--- src/rtl/ysyx_22041071_axi_rd_arbiter_pkg.sv ---
// rtl/ysyx_22041071_axi_rd_arbiter_pkg.sv - shared widths, FSM encoding and response codes for the read arbiter
package ysyx_22041071_axi_rd_arbiter_pkg;

   localparam int ADDR_W = 64;
   localparam int DATA_W = 64;
   localparam int RESP_W = 2;

   typedef enum logic [1:0] {
      ST_IDLE = 2'd0,
      ST_AR   = 2'd1,
      ST_R    = 2'd2
   } state_t;

   localparam logic [RESP_W-1:0] RESP_OKAY   = 2'b00;
   localparam logic [RESP_W-1:0] RESP_SLVERR = 2'b10;

   localparam logic GNT_IF  = 1'b0;
   localparam logic GNT_MEM = 1'b1;

endpackage

--- src/rtl/ysyx_22041071_axi_rd_arbiter_if.sv ---
// rtl/ysyx_22041071_axi_rd_arbiter_if.sv - AR + R channel bundle shared by IF, MEM and the AXI shim
interface ysyx_22041071_axi_rd_arbiter_if
   import ysyx_22041071_axi_rd_arbiter_pkg::*;
#(
   parameter int AW = ADDR_W,
   parameter int DW = DATA_W,
   parameter int RW = RESP_W
);
   logic          ar_valid;
   logic [AW-1:0] ar_addr;
   logic          ar_ready;
   logic          r_valid;
   logic          r_ready;
   logic [DW-1:0] r_data;
   logic [RW-1:0] r_resp;

   modport master (
      output ar_valid, ar_addr, r_ready,
      input  ar_ready, r_valid, r_data, r_resp
   );

   modport slave (
      input  ar_valid, ar_addr, r_ready,
      output ar_ready, r_valid, r_data, r_resp
   );

endinterface

--- src/rtl/ysyx_22041071_axi_rd_arbiter_rr_pick.sv ---
// rtl/ysyx_22041071_axi_rd_arbiter_rr_pick.sv - 2-way round-robin select, bit 1 = MEM, bit 0 = IF
module ysyx_22041071_rr_pick (
   input  logic [1:0] req,
   input  logic       last,
   output logic       gnt,
   output logic       valid
);

   // On a tie the side that did not win last time goes first.
   assign valid = |req;
   assign gnt   = (&req) ? ~last : req[1];

endmodule

--- src/rtl/ysyx_22041071_axi_rd_arbiter.sv ---
// rtl/ysyx_22041071_axi_rd_arbiter.sv - shares one AXI read port between IF and MEM, one transaction at a time
module ysyx_22041071_axi_rd_arbiter
   import ysyx_22041071_axi_rd_arbiter_pkg::*;
(
   input  logic                            clk,
   input  logic                            reset,
   input  logic                            if_flush,
   ysyx_22041071_axi_rd_arbiter_if.slave   if_rd,
   ysyx_22041071_axi_rd_arbiter_if.slave   mem_rd,
   ysyx_22041071_axi_rd_arbiter_if.master  axi_rd
);

   state_t              state;
   state_t              state_n;
   logic                gnt;
   logic                last_gnt;
   logic                drop;
   logic [ADDR_W-1:0]   addr_q;

   logic                pick_gnt;
   logic                pick_valid;
   logic                r_ready_c;
   logic                r_fire;

   ysyx_22041071_rr_pick u_pick (
      .req   ({mem_rd.ar_valid, if_rd.ar_valid & ~if_flush}),
      .last  (last_gnt),
      .gnt   (pick_gnt),
      .valid (pick_valid)
   );

   // A dropped beat is always accepted so the slave never stalls on a cancelled fetch.
   assign r_ready_c = reset && (state == ST_R) &&
                      (drop || ((gnt == GNT_MEM) ? mem_rd.r_ready : if_rd.r_ready));
   assign r_fire    = axi_rd.r_valid & r_ready_c;

   assign axi_rd.r_ready = r_ready_c;
   assign axi_rd.ar_addr = addr_q;
   assign if_rd.r_data   = axi_rd.r_data;
   assign if_rd.r_resp   = axi_rd.r_resp;
   assign mem_rd.r_data  = axi_rd.r_data;
   assign mem_rd.r_resp  = axi_rd.r_resp;

   always_ff @(posedge clk or negedge reset) begin
      if (!reset) begin
         state    <= ST_IDLE;
         gnt      <= GNT_IF;
         last_gnt <= GNT_IF;
         drop     <= 1'b0;
         addr_q   <= '0;
      end else begin
         state <= state_n;
         case (state)
            ST_IDLE: begin
               if (pick_valid) begin
                  gnt    <= pick_gnt;
                  addr_q <= pick_gnt ? mem_rd.ar_addr : if_rd.ar_addr;
               end
            end
            ST_AR: begin
               if (gnt == GNT_IF && if_flush) drop <= 1'b1;
            end
            ST_R: begin
               if (r_fire) begin
                  last_gnt <= gnt;
                  drop     <= 1'b0;
               end else if (gnt == GNT_IF && if_flush) begin
                  drop <= 1'b1;
               end
            end
            default: ;
         endcase
      end
   end

   always_comb begin
      state_n          = state;
      if_rd.ar_ready   = 1'b0;
      mem_rd.ar_ready  = 1'b0;
      if_rd.r_valid    = 1'b0;
      mem_rd.r_valid   = 1'b0;
      axi_rd.ar_valid  = 1'b0;
      if (reset) begin
         case (state)
            ST_IDLE: begin
               if (pick_valid) begin
                  state_n         = ST_AR;
                  if_rd.ar_ready  = ~pick_gnt;
                  mem_rd.ar_ready = pick_gnt;
               end
            end
            ST_AR: begin
               // Held until accepted, even across a flush: AR may not be withdrawn.
               axi_rd.ar_valid = 1'b1;
               if (axi_rd.ar_ready) state_n = ST_R;
            end
            ST_R: begin
               if (gnt == GNT_MEM) mem_rd.r_valid = axi_rd.r_valid & ~drop;
               else                if_rd.r_valid  = axi_rd.r_valid & ~drop & ~if_flush;
               if (r_fire) state_n = ST_IDLE;
            end
            default: state_n = ST_IDLE;
         endcase
      end
   end

endmodule

--- src/flat_wrapper.sv ---
// flat-port wrapper written by rule: the top's interface ports become plain ports
module ysyx_22041071_axi_rd_arbiter_flat import ysyx_22041071_axi_rd_arbiter_pkg::*;
  (clk, reset, if_flush, if_rd_ar_valid, if_rd_ar_addr, if_rd_r_ready, if_rd_ar_ready, if_rd_r_valid, if_rd_r_data, if_rd_r_resp, mem_rd_ar_valid, mem_rd_ar_addr, mem_rd_r_ready, mem_rd_ar_ready, mem_rd_r_valid, mem_rd_r_data, mem_rd_r_resp, axi_rd_ar_valid, axi_rd_ar_addr, axi_rd_r_ready, axi_rd_ar_ready, axi_rd_r_valid, axi_rd_r_data, axi_rd_r_resp);
  ysyx_22041071_axi_rd_arbiter_if if_rd_i ();
  ysyx_22041071_axi_rd_arbiter_if mem_rd_i ();
  ysyx_22041071_axi_rd_arbiter_if axi_rd_i ();
  input  logic clk;
  input  logic reset;
  input  logic if_flush;
  input wire logic [$bits(if_rd_i.ar_valid)-1:0] if_rd_ar_valid;
  input wire logic [$bits(if_rd_i.ar_addr)-1:0] if_rd_ar_addr;
  input wire logic [$bits(if_rd_i.r_ready)-1:0] if_rd_r_ready;
  output wire logic [$bits(if_rd_i.ar_ready)-1:0] if_rd_ar_ready;
  output wire logic [$bits(if_rd_i.r_valid)-1:0] if_rd_r_valid;
  output wire logic [$bits(if_rd_i.r_data)-1:0] if_rd_r_data;
  output wire logic [$bits(if_rd_i.r_resp)-1:0] if_rd_r_resp;
  input wire logic [$bits(mem_rd_i.ar_valid)-1:0] mem_rd_ar_valid;
  input wire logic [$bits(mem_rd_i.ar_addr)-1:0] mem_rd_ar_addr;
  input wire logic [$bits(mem_rd_i.r_ready)-1:0] mem_rd_r_ready;
  output wire logic [$bits(mem_rd_i.ar_ready)-1:0] mem_rd_ar_ready;
  output wire logic [$bits(mem_rd_i.r_valid)-1:0] mem_rd_r_valid;
  output wire logic [$bits(mem_rd_i.r_data)-1:0] mem_rd_r_data;
  output wire logic [$bits(mem_rd_i.r_resp)-1:0] mem_rd_r_resp;
  output wire logic [$bits(axi_rd_i.ar_valid)-1:0] axi_rd_ar_valid;
  output wire logic [$bits(axi_rd_i.ar_addr)-1:0] axi_rd_ar_addr;
  output wire logic [$bits(axi_rd_i.r_ready)-1:0] axi_rd_r_ready;
  input wire logic [$bits(axi_rd_i.ar_ready)-1:0] axi_rd_ar_ready;
  input wire logic [$bits(axi_rd_i.r_valid)-1:0] axi_rd_r_valid;
  input wire logic [$bits(axi_rd_i.r_data)-1:0] axi_rd_r_data;
  input wire logic [$bits(axi_rd_i.r_resp)-1:0] axi_rd_r_resp;
  assign if_rd_i.ar_valid = if_rd_ar_valid;
  assign if_rd_i.ar_addr = if_rd_ar_addr;
  assign if_rd_i.r_ready = if_rd_r_ready;
  assign if_rd_ar_ready = if_rd_i.ar_ready;
  assign if_rd_r_valid = if_rd_i.r_valid;
  assign if_rd_r_data = if_rd_i.r_data;
  assign if_rd_r_resp = if_rd_i.r_resp;
  assign mem_rd_i.ar_valid = mem_rd_ar_valid;
  assign mem_rd_i.ar_addr = mem_rd_ar_addr;
  assign mem_rd_i.r_ready = mem_rd_r_ready;
  assign mem_rd_ar_ready = mem_rd_i.ar_ready;
  assign mem_rd_r_valid = mem_rd_i.r_valid;
  assign mem_rd_r_data = mem_rd_i.r_data;
  assign mem_rd_r_resp = mem_rd_i.r_resp;
  assign axi_rd_ar_valid = axi_rd_i.ar_valid;
  assign axi_rd_ar_addr = axi_rd_i.ar_addr;
  assign axi_rd_r_ready = axi_rd_i.r_ready;
  assign axi_rd_i.ar_ready = axi_rd_ar_ready;
  assign axi_rd_i.r_valid = axi_rd_r_valid;
  assign axi_rd_i.r_data = axi_rd_r_data;
  assign axi_rd_i.r_resp = axi_rd_r_resp;
  ysyx_22041071_axi_rd_arbiter u_core (.clk(clk), .reset(reset), .if_flush(if_flush), .if_rd(if_rd_i), .mem_rd(mem_rd_i), .axi_rd(axi_rd_i));
endmodule
--- config.mk ---
export PLATFORM = sky130hd
export DESIGN_NAME = ysyx_22041071_axi_rd_arbiter_flat
export DESIGN_NICKNAME = d
export VERILOG_FILES = /design/src/rtl/ysyx_22041071_axi_rd_arbiter_pkg.sv /design/src/rtl/ysyx_22041071_axi_rd_arbiter_if.sv /design/src/rtl/ysyx_22041071_axi_rd_arbiter_rr_pick.sv /design/src/rtl/ysyx_22041071_axi_rd_arbiter.sv /design/src/flat_wrapper.sv
export SDC_FILE = /design/constraint.sdc
export NUM_CORES = 1
export LEC_CHECK = 0
export ABC_AREA = 1
export BUFFER_PORTS_ARGS = -buffer_cell sky130_fd_sc_hd__buf_4
export CAP_MARGIN = 0
export CELL_PAD_IN_SITES_DETAIL_PLACEMENT = 1
export CELL_PAD_IN_SITES_GLOBAL_PLACEMENT = 2
export CORE_MARGIN = 2
export CORE_UTILIZATION = 17
export CTS_CLUSTER_DIAMETER = 30
export DETAILED_ROUTE_END_ITERATION = 16
export PLACE_DENSITY = 0.81
export SLEW_MARGIN = 25
export SYNTH_ARGS = -nofsm -noshare
export SYNTH_HDL_FRONTEND = slang
export SYNTH_SLANG_ARGS = --single-unit
--- constraint.sdc ---
create_clock -name clk -period 1.68 [get_ports clk]
set_clock_uncertainty 0.15 [all_clocks]
set_input_delay 0.168 -clock clk [delete_from_list [all_inputs] [get_ports clk]]
set_output_delay 0.168 -clock clk [all_outputs]
set_load 0.02 [all_outputs]
==> reports/results.tsv <==
metric	value	unit
grt_pass1_wl	27740	um
ff2ff_path_depth	9	
crit_start	u_core.state[1]	
max_freq	563.5	MHz
yosys.area.top_type_share	37.49	%
r2r_slack	-0.09	ns
synth_edf_count	0	
seqPwrFrac	26.8	%
htree_levels	3	
mappedNetlistArea	4606	um^2
antenna_left	0	
antenna_found_initial	0	
grt.overflow.total	0	
synth_top_cells_by_area	dfrtp_1, buf_4, o21ai_0, o21ai_2, o21ai_1	
tns	-2.074	ns
ioPinCount	405	
combPwrFrac	57.9	%
end_kind	output port	
synthCells	544	
synth_area_leader_cell	dfrtp_1	
ys_seq_area_share	37.49	%
syn_to_final_growth	60.77	%
endpoint	if_rd_ar_ready	
clk_latency	0.33	ns
synthFlopType	dfrtp_1	
drt_drc_violations_left	0	
hold_viol	0	
final_nets	955	
p_per_area	1484	nW/um^2
max_slew_margin	65.32	%
path_class	flop to output port	
max_cap_viol_count	0	
hold_path_class	primary input to flop	
first_pass_iters	4	
cts.clk_slew.worst_paths	0.05	ns
rsz0062_at_grt	true	
worstPathRequired	1.36	ns
std_cell_rows	60	
vias	4486	
grt_max_degree	36	
grt_pass1_vias	4992	
p_leak	3.259	nW
p_clk_share	15.3	%
reg2reg_to	u_core.axi_rd.ar_addr[32]	
start_util	17.18	%
min_period_over_period	105.6	%
numCtsBuffers	9	
synth_cell_types	23	
drive_gt1_share	41.92	%
worst_pin_slew	0.5202	ns
swShare	42.62	%
final_cells	1090	
p_int	6.305	mW
ys_seq_elements	69	
failed_checks	negative setup slack	
die_h	168.6	um
setup_slack	-0.09460	ns
dieArea	28420	um^2
power.net_switching	4.683	mW
period_minus_slack	1.775	ns
crit_arrival	1.46	ns
track_usage	12.66	%
port_buffers	206	
rr_startpoint	u_core.state[1]	
drv_slew	0	
syn_avg_cell_area	8.466	um^2
cts_tree	built	
nFillCells	3061	
setup_violations	44	
diodes	0	
worstHoldStart	mem_rd_ar_addr[14]	
critPathMaxFanout	3	
ir_worst_vdd	0.4569	mV
drt_iter0_drc	146	
routed_via_density	4.116	
yosysMostFrequentCell	buf_4	
cp-start-kind	flop	
outcome	finished, violations left	
dp_hpwl	11460	um
wl_per_cell	17.16	um
synth_common_cells	buf_4, o21ai_0, dfrtp_1, o21ai_1, nor2_1	
root_buffer	clkbuf_16	
cts_buffer_depth	2	
synth_fp_nets	751	
async_flop_share	100.0	%
core_area	26800	um^2
place.gp.congestion	0.7090	
placed_cells	940	
cts.sinks	69	
wl	18700	um
die_w	168.6	um
yosysWarnings	0	
[critical path, cell delays in order (launching register included)]
cell,delay (ns)
dfrtp_1,0.42
inv_2,0.10
ha_4,0.16
inv_6,0.04
buf_12,0.11
nor4_4,0.11
buf_4,0.18
[worst min-delay path by stage]
stage	end	slack (ns)	cells after the start
2_1_floorplan	u_core.axi_rd.ar_addr[0]	-0.28	0
4_1_cts	u_core.axi_rd.ar_addr[14]	0.08	3
3_5_place_dp	u_core.drop	0.14	2
6_report	u_core.axi_rd.ar_addr[14]	0.01	3
5_1_grt	u_core.axi_rd.ar_addr[14]	0.03	3
3_3_place_gp	u_core.drop	0.14	2
[logic make-up after synthesis]
| logic type | synth area share, % |
|---|---|
| and+or+nand+nor | 8.095 |
| DFF | 37.49 |
| AOI/OAI and AO/OA | 24.94 |
| buffers and inverters | 28.39 |
| adders and majority gates | 1.087 |
[per-layer routing]
metal / share of wire (%) / GRT usage [%] / up-vias
li1: - / - / 2086
met1: 38 / 13.27 / 2157
met2: 53 / 23.51 / 168
met3: 4.5 / 2.549 / 75
met4: 4.8 / 7.309 / 0
met5: 0 / 0 / -
[layout make-up]
type                       count  area [um^2]  share of cell area [%]
timing repair buffer         360         3214                   43.41
multi-input combinational    293         1739                   23.49
sequential                    69         1727                   23.32
tap                          341        426.7                   5.762
clock buffer                  12        236.5                   3.194
inverter                      15        61.31                  0.8280
[flip-flops by register name, summed over array words and instances (netlist names)]
| signal | cells |
|---|---|
| u_core.state | 2 |
| u_core.gnt | 1 |
| u_core.last_gnt | 1 |
| u_core.drop | 1 |
| u_core.axi_rd.ar_addr | 64 |
[layout by cell type (no fill, tap or decap), drive strengths merged]
cell           n
o22ai          1
o21ai        194
nor2          66
inv           15
clkbuf        14
ha             4
nor4           2
nand2         17
dlygate4sd3  128
nor3           2
nand3          5
bufbuf         1
dfrtp         69
buf          229
a21oi          2
[power groups by stage]
stage / Sequential (mW) / Combinational [mW] / Clock (mW)
CTS: 2.95 / 6.02 / 1.77
global route: 3.08 / 6.81 / 1.84
floorplan: 3.85 / 2.57 / 0
detailed placement: 2.96 / 5.35 / 0
finish: 2.95 / 6.37 / 1.68
global placement: 2.93 / 5.26 / 0
[metrics by stage]
| stage | instance area, um^2 | total power, mW | worst slack, ns | hold WS [ns] | util (%) |
|---|---|---|---|---|---|
| final | 7405 | 10.99 | -0.09460 | 0.01255 | 27.63 |
| after global routing | 7405 | 11.73 | -0.1778 | 0.02747 | 27.63 |
| after CTS | 7231 | 10.74 | -0.1444 | 0.07703 | 26.98 |
| after detailed placement | 5558 | 8.309 | -0.0006808 | 0.1428 | 20.74 |
| after global placement | 5558 | 8.188 | 0.08534 | 0.1404 | 20.74 |
| after floorplan | 4621 | 6.418 | 0.04551 | -0.2776 | - |
[what timing repair did]
action | in CTS | in global routing
hold buffers | 128 | 0
pin swaps | 6 | 16
buffers inserted | 5 | 3
resized for setup | 46 | 31
gates cloned | 1 | 3
setup endpoints to repair | 5 | 70
hold endpoints to repair | 133 | 0
(Power assumes the default switching activity.)
